[src/rtl/edge_pkg.sv]
// Shared types and default widths for the Sobel edge streaming engine.
package edge_pkg;

  localparam int PIX_W_DEF = 4;
  localparam int SUM_W     = PIX_W_DEF + 2;
  localparam int MAG_W     = PIX_W_DEF + 3;

  // Magnitude approximation: L1 norm, or max plus half of min.
  typedef enum logic {
    MAG_L1      = 1'b0,
    MAG_MAXHALF = 1'b1
  } mag_mode_e;

  // 3x3 window at the default pixel width, indexed [row][col], row 0 = top.
  typedef logic [2:0][2:0][PIX_W_DEF-1:0] pix_win_t;

endpackage

[src/rtl/sobel_axis_grad.sv]
// One Sobel axis: two weighted 1-2-1 sums (stage 2) and their absolute
// difference (stage 3). Both registers advance only on the shared enable.
module sobel_axis_grad
  import edge_pkg::*;
#(
  parameter int PIX_W = PIX_W_DEF
) (
  input  logic               clk,
  input  logic               nreset,
  input  logic               i_en,
  input  logic [PIX_W-1:0]   i_a0,
  input  logic [PIX_W-1:0]   i_a1,
  input  logic [PIX_W-1:0]   i_a2,
  input  logic [PIX_W-1:0]   i_b0,
  input  logic [PIX_W-1:0]   i_b1,
  input  logic [PIX_W-1:0]   i_b2,
  output logic [PIX_W+1:0]   o_grad
);

  localparam int L_SUM_W = PIX_W + 2;

  logic [L_SUM_W-1:0] w_sum_a;
  logic [L_SUM_W-1:0] w_sum_b;
  logic [L_SUM_W-1:0] r_sum_a;
  logic [L_SUM_W-1:0] r_sum_b;
  logic [L_SUM_W-1:0] w_diff;
  logic [L_SUM_W-1:0] r_grad;

  // Weighted sums: outer taps x1, middle tap x2; 4*(2^PIX_W-1) fits in PIX_W+2 bits.
  assign w_sum_a = {2'b00, i_a0} + {1'b0, i_a1, 1'b0} + {2'b00, i_a2};
  assign w_sum_b = {2'b00, i_b0} + {1'b0, i_b1, 1'b0} + {2'b00, i_b2};

  // Compare-then-subtract keeps the difference unsigned and non-negative.
  assign w_diff = (r_sum_a >= r_sum_b) ? (r_sum_a - r_sum_b) : (r_sum_b - r_sum_a);

  // Stage 2 register: the two sums.
  always_ff @(posedge clk or negedge nreset) begin
    if (!nreset) begin
      r_sum_a <= '0;
      r_sum_b <= '0;
    end else if (i_en) begin
      r_sum_a <= w_sum_a;
      r_sum_b <= w_sum_b;
    end
  end

  // Stage 3 register: absolute gradient along this axis.
  always_ff @(posedge clk or negedge nreset) begin
    if (!nreset) begin
      r_grad <= '0;
    end else if (i_en) begin
      r_grad <= w_diff;
    end
  end

  assign o_grad = r_grad;

endmodule

[src/rtl/sobel_edge_stream.sv]
// Five-stage Sobel gradient-magnitude pipeline with valid/ready on both sides,
// optional thresholding and a saturating count of nonzero results.
//
// Handshake: a window transfers on a rising edge where in_valid && in_ready;
// a result transfers where out_valid && out_ready. The whole pipeline (bubbles
// included) advances on en = out_ready || !out_valid, and in_ready = en, so a
// stalled result holds out_valid/edge_val stable and nothing is lost or doubled.
module sobel_edge_stream
  import edge_pkg::*;
#(
  parameter int PIX_W = PIX_W_DEF,
  parameter int OUT_W = 2,
  parameter int CNT_W = 16
) (
  input  logic                         clk,
  input  logic                         nreset,
  input  logic                         in_valid,
  output logic                         in_ready,
  input  logic [2:0][2:0][PIX_W-1:0]   pix,
  input  logic                         mag_mode,
  input  logic                         thr_en,
  input  logic [PIX_W+2:0]             thresh,
  output logic                         out_valid,
  input  logic                         out_ready,
  output logic [OUT_W-1:0]             edge_val,
  input  logic                         cnt_clr,
  output logic [CNT_W-1:0]             edge_cnt
);

  localparam int L_SUM_W = PIX_W + 2;
  localparam int L_MAG_W = PIX_W + 3;

  logic                        w_en;
  // Stage valids; stage 5 is the output register.
  logic                        r_v1, r_v2, r_v3, r_v4, r_v5;
  // Stage 1: captured window and sideband.
  logic [2:0][2:0][PIX_W-1:0]  r_pix;
  mag_mode_e                   r_mode1, r_mode2, r_mode3;
  logic                        r_thr1, r_thr2, r_thr3, r_thr4;
  logic [L_MAG_W-1:0]          r_th1, r_th2, r_th3, r_th4;
  // Stage 3 gradients from the axis units.
  logic [L_SUM_W-1:0]          w_gx, w_gy;
  // Stage 4 magnitude.
  logic [L_SUM_W-1:0]          w_max, w_min;
  logic [L_MAG_W-1:0]          w_mag;
  logic [L_MAG_W-1:0]          r_mag;
  // Stage 5 result.
  logic [OUT_W-1:0]            w_edge;
  logic [OUT_W-1:0]            r_edge;
  logic [CNT_W-1:0]            r_cnt;
  logic                        w_fire_nz;

  assign w_en     = out_ready || !r_v5;
  assign in_ready = w_en;

  // Stage 1: capture the window and its per-window controls.
  always_ff @(posedge clk or negedge nreset) begin
    if (!nreset) begin
      r_v1    <= 1'b0;
      r_pix   <= '0;
      r_mode1 <= MAG_L1;
      r_thr1  <= 1'b0;
      r_th1   <= '0;
    end else if (w_en) begin
      r_v1    <= in_valid;
      r_pix   <= pix;
      r_mode1 <= mag_mode_e'(mag_mode);
      r_thr1  <= thr_en;
      r_th1   <= thresh;
    end
  end

  // Horizontal gradient: left column vs right column.
  sobel_axis_grad #(.PIX_W(PIX_W)) u_grad_x (
    .clk    (clk),
    .nreset (nreset),
    .i_en   (w_en),
    .i_a0   (r_pix[0][0]),
    .i_a1   (r_pix[1][0]),
    .i_a2   (r_pix[2][0]),
    .i_b0   (r_pix[0][2]),
    .i_b1   (r_pix[1][2]),
    .i_b2   (r_pix[2][2]),
    .o_grad (w_gx)
  );

  // Vertical gradient: top row vs bottom row.
  sobel_axis_grad #(.PIX_W(PIX_W)) u_grad_y (
    .clk    (clk),
    .nreset (nreset),
    .i_en   (w_en),
    .i_a0   (r_pix[0][0]),
    .i_a1   (r_pix[0][1]),
    .i_a2   (r_pix[0][2]),
    .i_b0   (r_pix[2][0]),
    .i_b1   (r_pix[2][1]),
    .i_b2   (r_pix[2][2]),
    .o_grad (w_gy)
  );

  // Stages 2-3: carry valid and sideband alongside the axis units.
  always_ff @(posedge clk or negedge nreset) begin
    if (!nreset) begin
      r_v2    <= 1'b0;
      r_v3    <= 1'b0;
      r_mode2 <= MAG_L1;
      r_mode3 <= MAG_L1;
      r_thr2  <= 1'b0;
      r_thr3  <= 1'b0;
      r_th2   <= '0;
      r_th3   <= '0;
    end else if (w_en) begin
      r_v2    <= r_v1;
      r_v3    <= r_v2;
      r_mode2 <= r_mode1;
      r_mode3 <= r_mode2;
      r_thr2  <= r_thr1;
      r_thr3  <= r_thr2;
      r_th2   <= r_th1;
      r_th3   <= r_th2;
    end
  end

  // Magnitude: L1 sum, or max + min/2; worst case 8*(2^PIX_W-1) fits MAG_W.
  assign w_max = (w_gx >= w_gy) ? w_gx : w_gy;
  assign w_min = (w_gx >= w_gy) ? w_gy : w_gx;
  assign w_mag = (r_mode3 == MAG_L1)
               ? ({1'b0, w_gx} + {1'b0, w_gy})
               : ({1'b0, w_max} + {2'b00, w_min[L_SUM_W-1:1]});

  // Stage 4: register magnitude with its output controls.
  always_ff @(posedge clk or negedge nreset) begin
    if (!nreset) begin
      r_v4   <= 1'b0;
      r_mag  <= '0;
      r_thr4 <= 1'b0;
      r_th4  <= '0;
    end else if (w_en) begin
      r_v4   <= r_v3;
      r_mag  <= w_mag;
      r_thr4 <= r_thr3;
      r_th4  <= r_th3;
    end
  end

  // Quantise to the top OUT_W bits, or reduce to all-ones/zero against thresh.
  assign w_edge = r_thr4 ? ((r_mag >= r_th4) ? {OUT_W{1'b1}} : {OUT_W{1'b0}})
                         : r_mag[L_MAG_W-1 -: OUT_W];

  // Stage 5: output register, held while the consumer stalls.
  always_ff @(posedge clk or negedge nreset) begin
    if (!nreset) begin
      r_v5   <= 1'b0;
      r_edge <= '0;
    end else if (w_en) begin
      r_v5   <= r_v4;
      r_edge <= w_edge;
    end
  end

  assign w_fire_nz = r_v5 && out_ready && (r_edge != '0);

  // Saturating count of nonzero results; a clear beats a same-cycle increment.
  always_ff @(posedge clk or negedge nreset) begin
    if (!nreset) begin
      r_cnt <= '0;
    end else if (cnt_clr) begin
      r_cnt <= '0;
    end else if (w_fire_nz && (r_cnt != {CNT_W{1'b1}})) begin
      r_cnt <= r_cnt + {{(CNT_W-1){1'b0}}, 1'b1};
    end
  end

  assign out_valid = r_v5;
  assign edge_val  = r_edge;
  assign edge_cnt  = r_cnt;

endmodule
[config.mk]
export PLATFORM = sky130hd
export DESIGN_NAME = sobel_edge_stream
export DESIGN_NICKNAME = d
export VERILOG_FILES = /design/src/rtl/edge_pkg.sv /design/src/rtl/sobel_axis_grad.sv /design/src/rtl/sobel_edge_stream.sv
export SDC_FILE = /design/constraint.sdc
export NUM_CORES = 1
export LEC_CHECK = 0
export ABC_AREA = 1
export ABC_CLOCK_PERIOD_IN_PS = 6740
export BUFFER_PORTS_ARGS = -buffer_cell sky130_fd_sc_hd__buf_2
export CORE_MARGIN = 2
export CORE_UTILIZATION = 25
export CTS_CLUSTER_SIZE = 28
export DETAILED_ROUTE_END_ITERATION = 10
export PLACE_DENSITY = 0.51
export SLEW_MARGIN = 0
export SYNTH_ARGS = -nofsm -noshare
export SYNTH_HDL_FRONTEND = slang
export SYNTH_SLANG_ARGS = --single-unit
[constraint.sdc]
create_clock -name clk -period 6.74 [get_ports clk]
set_clock_uncertainty 0.15 [all_clocks]
set_input_delay 0.337 -clock clk [delete_from_list [all_inputs] [get_ports clk]]
set_output_delay 0.337 -clock clk [all_outputs]
set_load 0.01 [all_outputs]
Yosys cells after proc, flatten, opt, wreduce, memory -nomap -nowiden

Index checks and enable logic that the tools add are counted.

Add/subtract/negate cells: 15
Order comparisons: 4
Equal/unequal tests: 1
Multiplexer cells: 9
Reduce and logical (&&, ||, !) cells: 7

Operators with widths:

| cell                                          | number |
|---|---|
| two-way mux 16 bit                            | 2 |
| adder 4 x 5 -> 6 bit                          | 4 |
| adder 6 x 4 -> 6 bit                          | 4 |
| two-way mux 6 bit                             | 4 |
| subtractor 6 bit                              | 4 |
| >= comparator 6 bit                           | 3 |
| adder 16 x 1 -> 16 bit, second input constant | 1 |
| inequality test 16 bit, second input constant | 1 |
| adder 6 x 5 -> 7 bit                          | 1 |
| adder 6 x 6 -> 7 bit                          | 1 |
| >= comparator 7 bit                           | 1 |
| two-way mux 7 bit                             | 1 |
| two-way mux 2 bit                             | 2 |
| nonzero test 2 bit                            | 2 |
| logical AND 1 bit                             | 3 |
| logical NOT 1 bit                             | 1 |
| logical OR 1 bit                              | 1 |

Bits in registers: 133
Input bits: 50
Logic and storage cells: 69

Logic depth before layout (Yosys ltp)

Depth in word-level cells: 5
Gate-level depth with buffers: 20

By module

From an unflattened synthesis, not the netlist that was laid out.

Cells, all modules: 1055
Area, all modules: 8306.7 um2

By module, submodules not included:

| module                      | instances | cells each | area each (um2) | sequential area each (um2) |
|---|---|---|---|---|
| sobel_edge_stream           | 1         | 624        | 4979.8          | 2427.3 |
| sobel_axis_grad at u_grad_x | 1         | 214        | 1664.1          | 450.4 |
| sobel_axis_grad at u_grad_y | 1         | 217        | 1662.8          | 450.4 |

Worst setup path before layout

OpenSTA, ideal clock, no wires.

Path kind: register -> register
From: reg u_grad_y.r_grad[5] (netlist: u_grad_y.o_grad[5])
To: reg r_mag[6]
Library setup time: 0.118 ns
Arrival: 2.586 ns
Required time: 6.472 ns
Setup slack: 3.886 ns
Stages on the path, launching flop included: 19
Path buffers: 1
Clock period less this slack: 2.854 ns
Cells stage by stage: dfrtp_1 inv_1 ha_1 nand2_1 inv_1 a21oi_1 nand2_1 buf_2 nand2_1 o21ai_0 ha_1 fa_1 nand3_1 nand2_1 nand2_1 nand2_1 o21ai_0 nand3b_1 nand2_1

Word-level cells in the longest chain between the ends: 4
Elaborated cells on any way between the ends: 6
Those cells by class: 2 x add/sub; 1 x order compare; 3 x mux

Ends and longest elaborated chain:

| what                                 | line                                               | RTL |
|---|---|---|
| start: declaration                   | sobel_axis_grad.sv:27                              | `logic [L_SUM_W-1:0] r_grad;` |
| start signal: assignment             | sobel_axis_grad.sv:52                              | `r_grad <= w_diff;` |
| >= comparator 6 bit                  | sobel_edge_stream.sv:125, sobel_edge_stream.sv:126 |  |
| two-way mux 6 bit (on tied branches) | sobel_edge_stream.sv:125, sobel_edge_stream.sv:126 |  |
| adder 6 x 5 -> 7 bit                 | sobel_edge_stream.sv:129                           | `: ({1'b0, w_max} + {2'b00, w_min[L_SUM_W-1:1]});` |
| two-way mux 7 bit *                  | sobel_edge_stream.sv:128                           | `? ({1'b0, w_gx} + {1'b0, w_gy})` |
| end signal: assignment               | sobel_edge_stream.sv:140                           | `r_mag <= w_mag;` |
| end: declaration                     | sobel_edge_stream.sv:46                            | `logic [L_MAG_W-1:0] r_mag;` |

Every way passes the cells marked *; elsewhere a longest branch is shown, timed or not.
A chain may end at the register's enable or synchronous reset.

Worst setup path after layout

Ends and elaborated chain as after synthesis.

==> impl_metrics.csv <==
group,metric,value,unit
grt,met2_usage,18.9,%
route,routed_wl,18.3,mm
pwr,pwr-share-comb,54.9,%
pwr,p_per_area,517,mW/mm^2
run,cap_violations,0,
grt,grt_util_met3,1.84,%
critical_path,ff2ff_setup_slack,3.37,ns
grt,grt_pass1_wl,31.5,mm
pwr,p_clk_share,18.8,%
cts,clock_tree.root_cell,"clkbuf_16",
critical_path,reg2reg_depth,17,
critical_path,r2r-start,"u_grad_y.o_grad[5]$_DFFE_PN0P_",
critical_path,critPathMaxFanout,22,
route,avgRoutedWirePerCell,11.7,um
sta,max_slew_margin,33.6,%
sta,slew_violations,0,
cells_and_area,antenna_cells,0,
critical_path,path_class,"reg2reg",
synthesis,synth_edf_count,0,
cells_and_area,layout_commonest_cell,"nand2_1",
cells_and_area,design_area,0.00993,mm^2
sta,period_needed,3.37,ns
sta,setup_violations,0,
status,run_status,"finished, final reports clean",
die,floorplan.initialDensity,25.5,%
grt,first_global_vias,6529,
route,detail-route-antenna-nets,0,
route,avgViaCountPerCell,4.26,
synthesis,synth_nets,1149,
sta,hold_viol_final,0,
critical_path,arrival,3.53,ns
grt,antenna_found_initial,0,
min_path,hold_depth,2,
pwr,sw_frac_of_total,46.0,%
die,die_h,184,um
critical_path,endpoint_kind,"flop",
sta,finalCritPeriodShare,50.1,%
synthesis,yosysWarnings,0,
die,num_io_pins,70,
grt,gr-usage-met1,15.3,%
die,die_w,184,um
min_path,holdCritStartpoint,"cnt_clr",
critical_path,max_stage_delay,0.41,ns
placement,io_buffer_count,65,
placement,placed_area,0.00889,mm^2
synthesis,synth.distinct_cells,37,
cells_and_area,final_util,31.2,%
placement,dp_hpwl,12.7,mm
critical_path,r2r-end,"r_mag[6]$_DFFE_PN0P_",
synthesis,yosysSeqAreaShare,41.0,%
placement,gp_congestion,0.845,
route,drtIter0Drc,401,
cells_and_area,syn2layout_area_growth,22.2,%
synthesis,syn_inst,1010,
grt,grt_usage,11.5,%
synthesis,ys_ff_latch,133,
critical_path,slowest_stage,"fa_1",
synthesis,ys.flop_type,"dfrtp_1",
sta,setup_tns,0,ns
cts,cts_tree,"done",
cts,cts_max_level,4,
cts,cts.reportedPaths.clkPinSlew,0.06,ns
die,die_area,0.0339,mm^2
cts,postCtsSetupBuffers,0,
critical_path,crit_chain,"inv_1 -> ha_1 -> nand2_1 -> inv_1 -> a21oi_1 -> nand2_1 -> nand2_1 -> o21ai_0 -> ha_1 -> fa_1 -> nand3_1 -> nand2_1 -> nand2_1 -> nand2_1 -> o21ai_0 -> nand3b_1 -> nand2_1",
grt,busiest_layer,"met2",
pwr,p_switching,2360,uW
grt,grt.overflow.total,0,
route,drcViolationCount,0,
cts,cts_buffer_depth,2,
synthesis,synth.avg_cell_area,8.04,um^2
pwr,p_int,2770,uW
pwr,p_seq_share,26.3,%
critical_path,cp_top_family,"simple AND/OR/NAND/NOR gates",
cells_and_area,final_cell_mix,"358 x nand2_1, 133 x dfrtp_1, 109 x inv_1, 67 x ha_1, 65 x o21ai_0",
synthesis,synth_area,0.00812,mm^2
synthesis,synth_top_area_share,41.0,%
critical_path,start_kind,"flop",
cells_and_area,layout-drive-gt1-share,10.9,%
cts,clock-sinks,133,
grt,grt_max_degree,108,
route,first_pass_iters,5,
sta,fmax,296,MHz
sta,grt_setup_unrepaired,"no",
sta,worst-slew-pin-transition,0.996,ns
route,dr_total_vias,6627,
critical_path,required,6.90,ns
die,rows,65,
die,core_area,0.0318,mm^2
critical_path,critPathBufInv,2,
critical_path,cpMostUsedCell,"nand2_1",
synthesis,synthTopCellsByArea,"dfrtp_1 41%, nand2_1 17%, ha_1 10%, fa_1 5.4%, inv_1 5.1%",
cts,cts_buffers,17,
pwr,p_leak,0.00505,uW
cts,clk_latency,0.43,ns
min_path,hold_class,"in2reg",
sta,hold_ws,0.0729,ns
synthesis,ys_async_sr_fraction,100,%
cells_and_area,final_nets,1248,
min_path,min_to,"edge_cnt[14]$_DFFE_PN0P_",
synthesis,synth_area_leader_cell,"dfrtp_1",
pwr,vdd_ir_drop_max,0.229,mV
[cell families (layout without fill, tap and decap cells)]
kind of cell               after synthesis  after routing  synth area share [%]
DFF                                    133            133                  41.0
and+or+nand+nor                        491            491                  24.8
AOI/OAI and AO/OA                      130            130                  9.01
buffers and inverters                  144            256                  6.95
xor gates and xnor gates                23             23                  2.48
adders and majority gates               89             89                  15.7
[power groups by stage]
stage / clock network (uW) / logic [uW] / registers [uW]
2_1_floorplan: 0 / 2190 / 1300
3_3_place_gp: 0 / 2770 / 1360
3_5_place_dp: 0 / 2800 / 1370
4_1_cts: 989 / 2840 / 1360
5_1_grt: 1030 / 3330 / 1400
6_report: 966 / 2810 / 1350
[metal layers]
metal  vias up  share of wire (%)
met5         -                  0
met4         0                1.4
met3        14                2.1
met2        85                 47
met1      3110                 50
li1       3418                  -
[cell usage after synthesis, drive strengths merged, types with 3 or more instances]
master,n
nand2,361
xor2,21
nand3b,8
inv,111
o21ai,74
buf,12
ha,67
nand3,39
o21bai,3
dfrtp,133
a31oi,3
fa,22
nor2,52
or2,3
clkbuf,20
a21oi,38
nand4,17
nor3,10
[worst reg2reg max path, stage by stage, from the launching register on]
cell and delay (ns):
dfrtp_1 0.39, inv_1 0.09, ha_1 0.34, nand2_1 0.11, inv_1 0.04, a21oi_1 0.21
nand2_1 0.40, nand2_1 0.16, o21ai_0 0.11, ha_1 0.26, fa_1 0.41, nand3_1 0.10
nand2_1 0.06, nand2_1 0.06, nand2_1 0.06, o21ai_0 0.12, nand3b_1 0.13, nand2_1 0.06
[cell type report]
cell class              instances  area (um^2)
fillers                      3401        21900
multi-input cells             733         4240
flip-flops and latches        133         3330
repair buffers                112          792
well taps                     435          544
clock buffers                  18          439
inverters                     112          423
clock inverters                14          164
[flip-flops by register name, indices dropped and copies added, names as in the netlist, 7 cells and up]
signal / cells
r_pix: 32
edge_cnt: 16
r_mag: 7
r_th1: 7
r_th2: 7
r_th3: 7
r_th4: 7
[worst max-delay path by stage]
stage | from | endpoint | slack (ns) | cells after the start
floorplan | u_grad_y.o_grad[5]$_DFFE_PN0P_ | r_mag[6]$_DFFE_PN0P_ | 3.89 | 18
global placement | u_grad_y.o_grad[5]$_DFFE_PN0P_ | r_mag[6]$_DFFE_PN0P_ | 3.40 | 17
detailed placement | u_grad_y.o_grad[5]$_DFFE_PN0P_ | r_mag[6]$_DFFE_PN0P_ | 3.40 | 17
finish | u_grad_y.o_grad[5]$_DFFE_PN0P_ | r_mag[6]$_DFFE_PN0P_ | 3.37 | 17
CTS | u_grad_y.o_grad[5]$_DFFE_PN0P_ | r_mag[6]$_DFFE_PN0P_ | 3.37 | 17
global route | u_grad_y.o_grad[5]$_DFFE_PN0P_ | r_mag[6]$_DFFE_PN0P_ | 2.98 | 17
[stage by stage]
step	instances	setup slack, ns	total power, uW
after CTS	1557	3.37	5190
final	1557	3.37	5130
after floorplan	1010	3.89	3490
after global placement	1482	3.40	4140
after detailed placement	1482	3.40	4160
after global routing	1557	2.98	5750
[timing repair]
action                                  in CTS  in global routing
endpoints found under the setup margin       0                  0
resized for setup                            0                  0
endpoints found under the hold margin      114                  0
hold buffers                                43                  0
No activity file was read; power rests on OpenSTA's default activity.
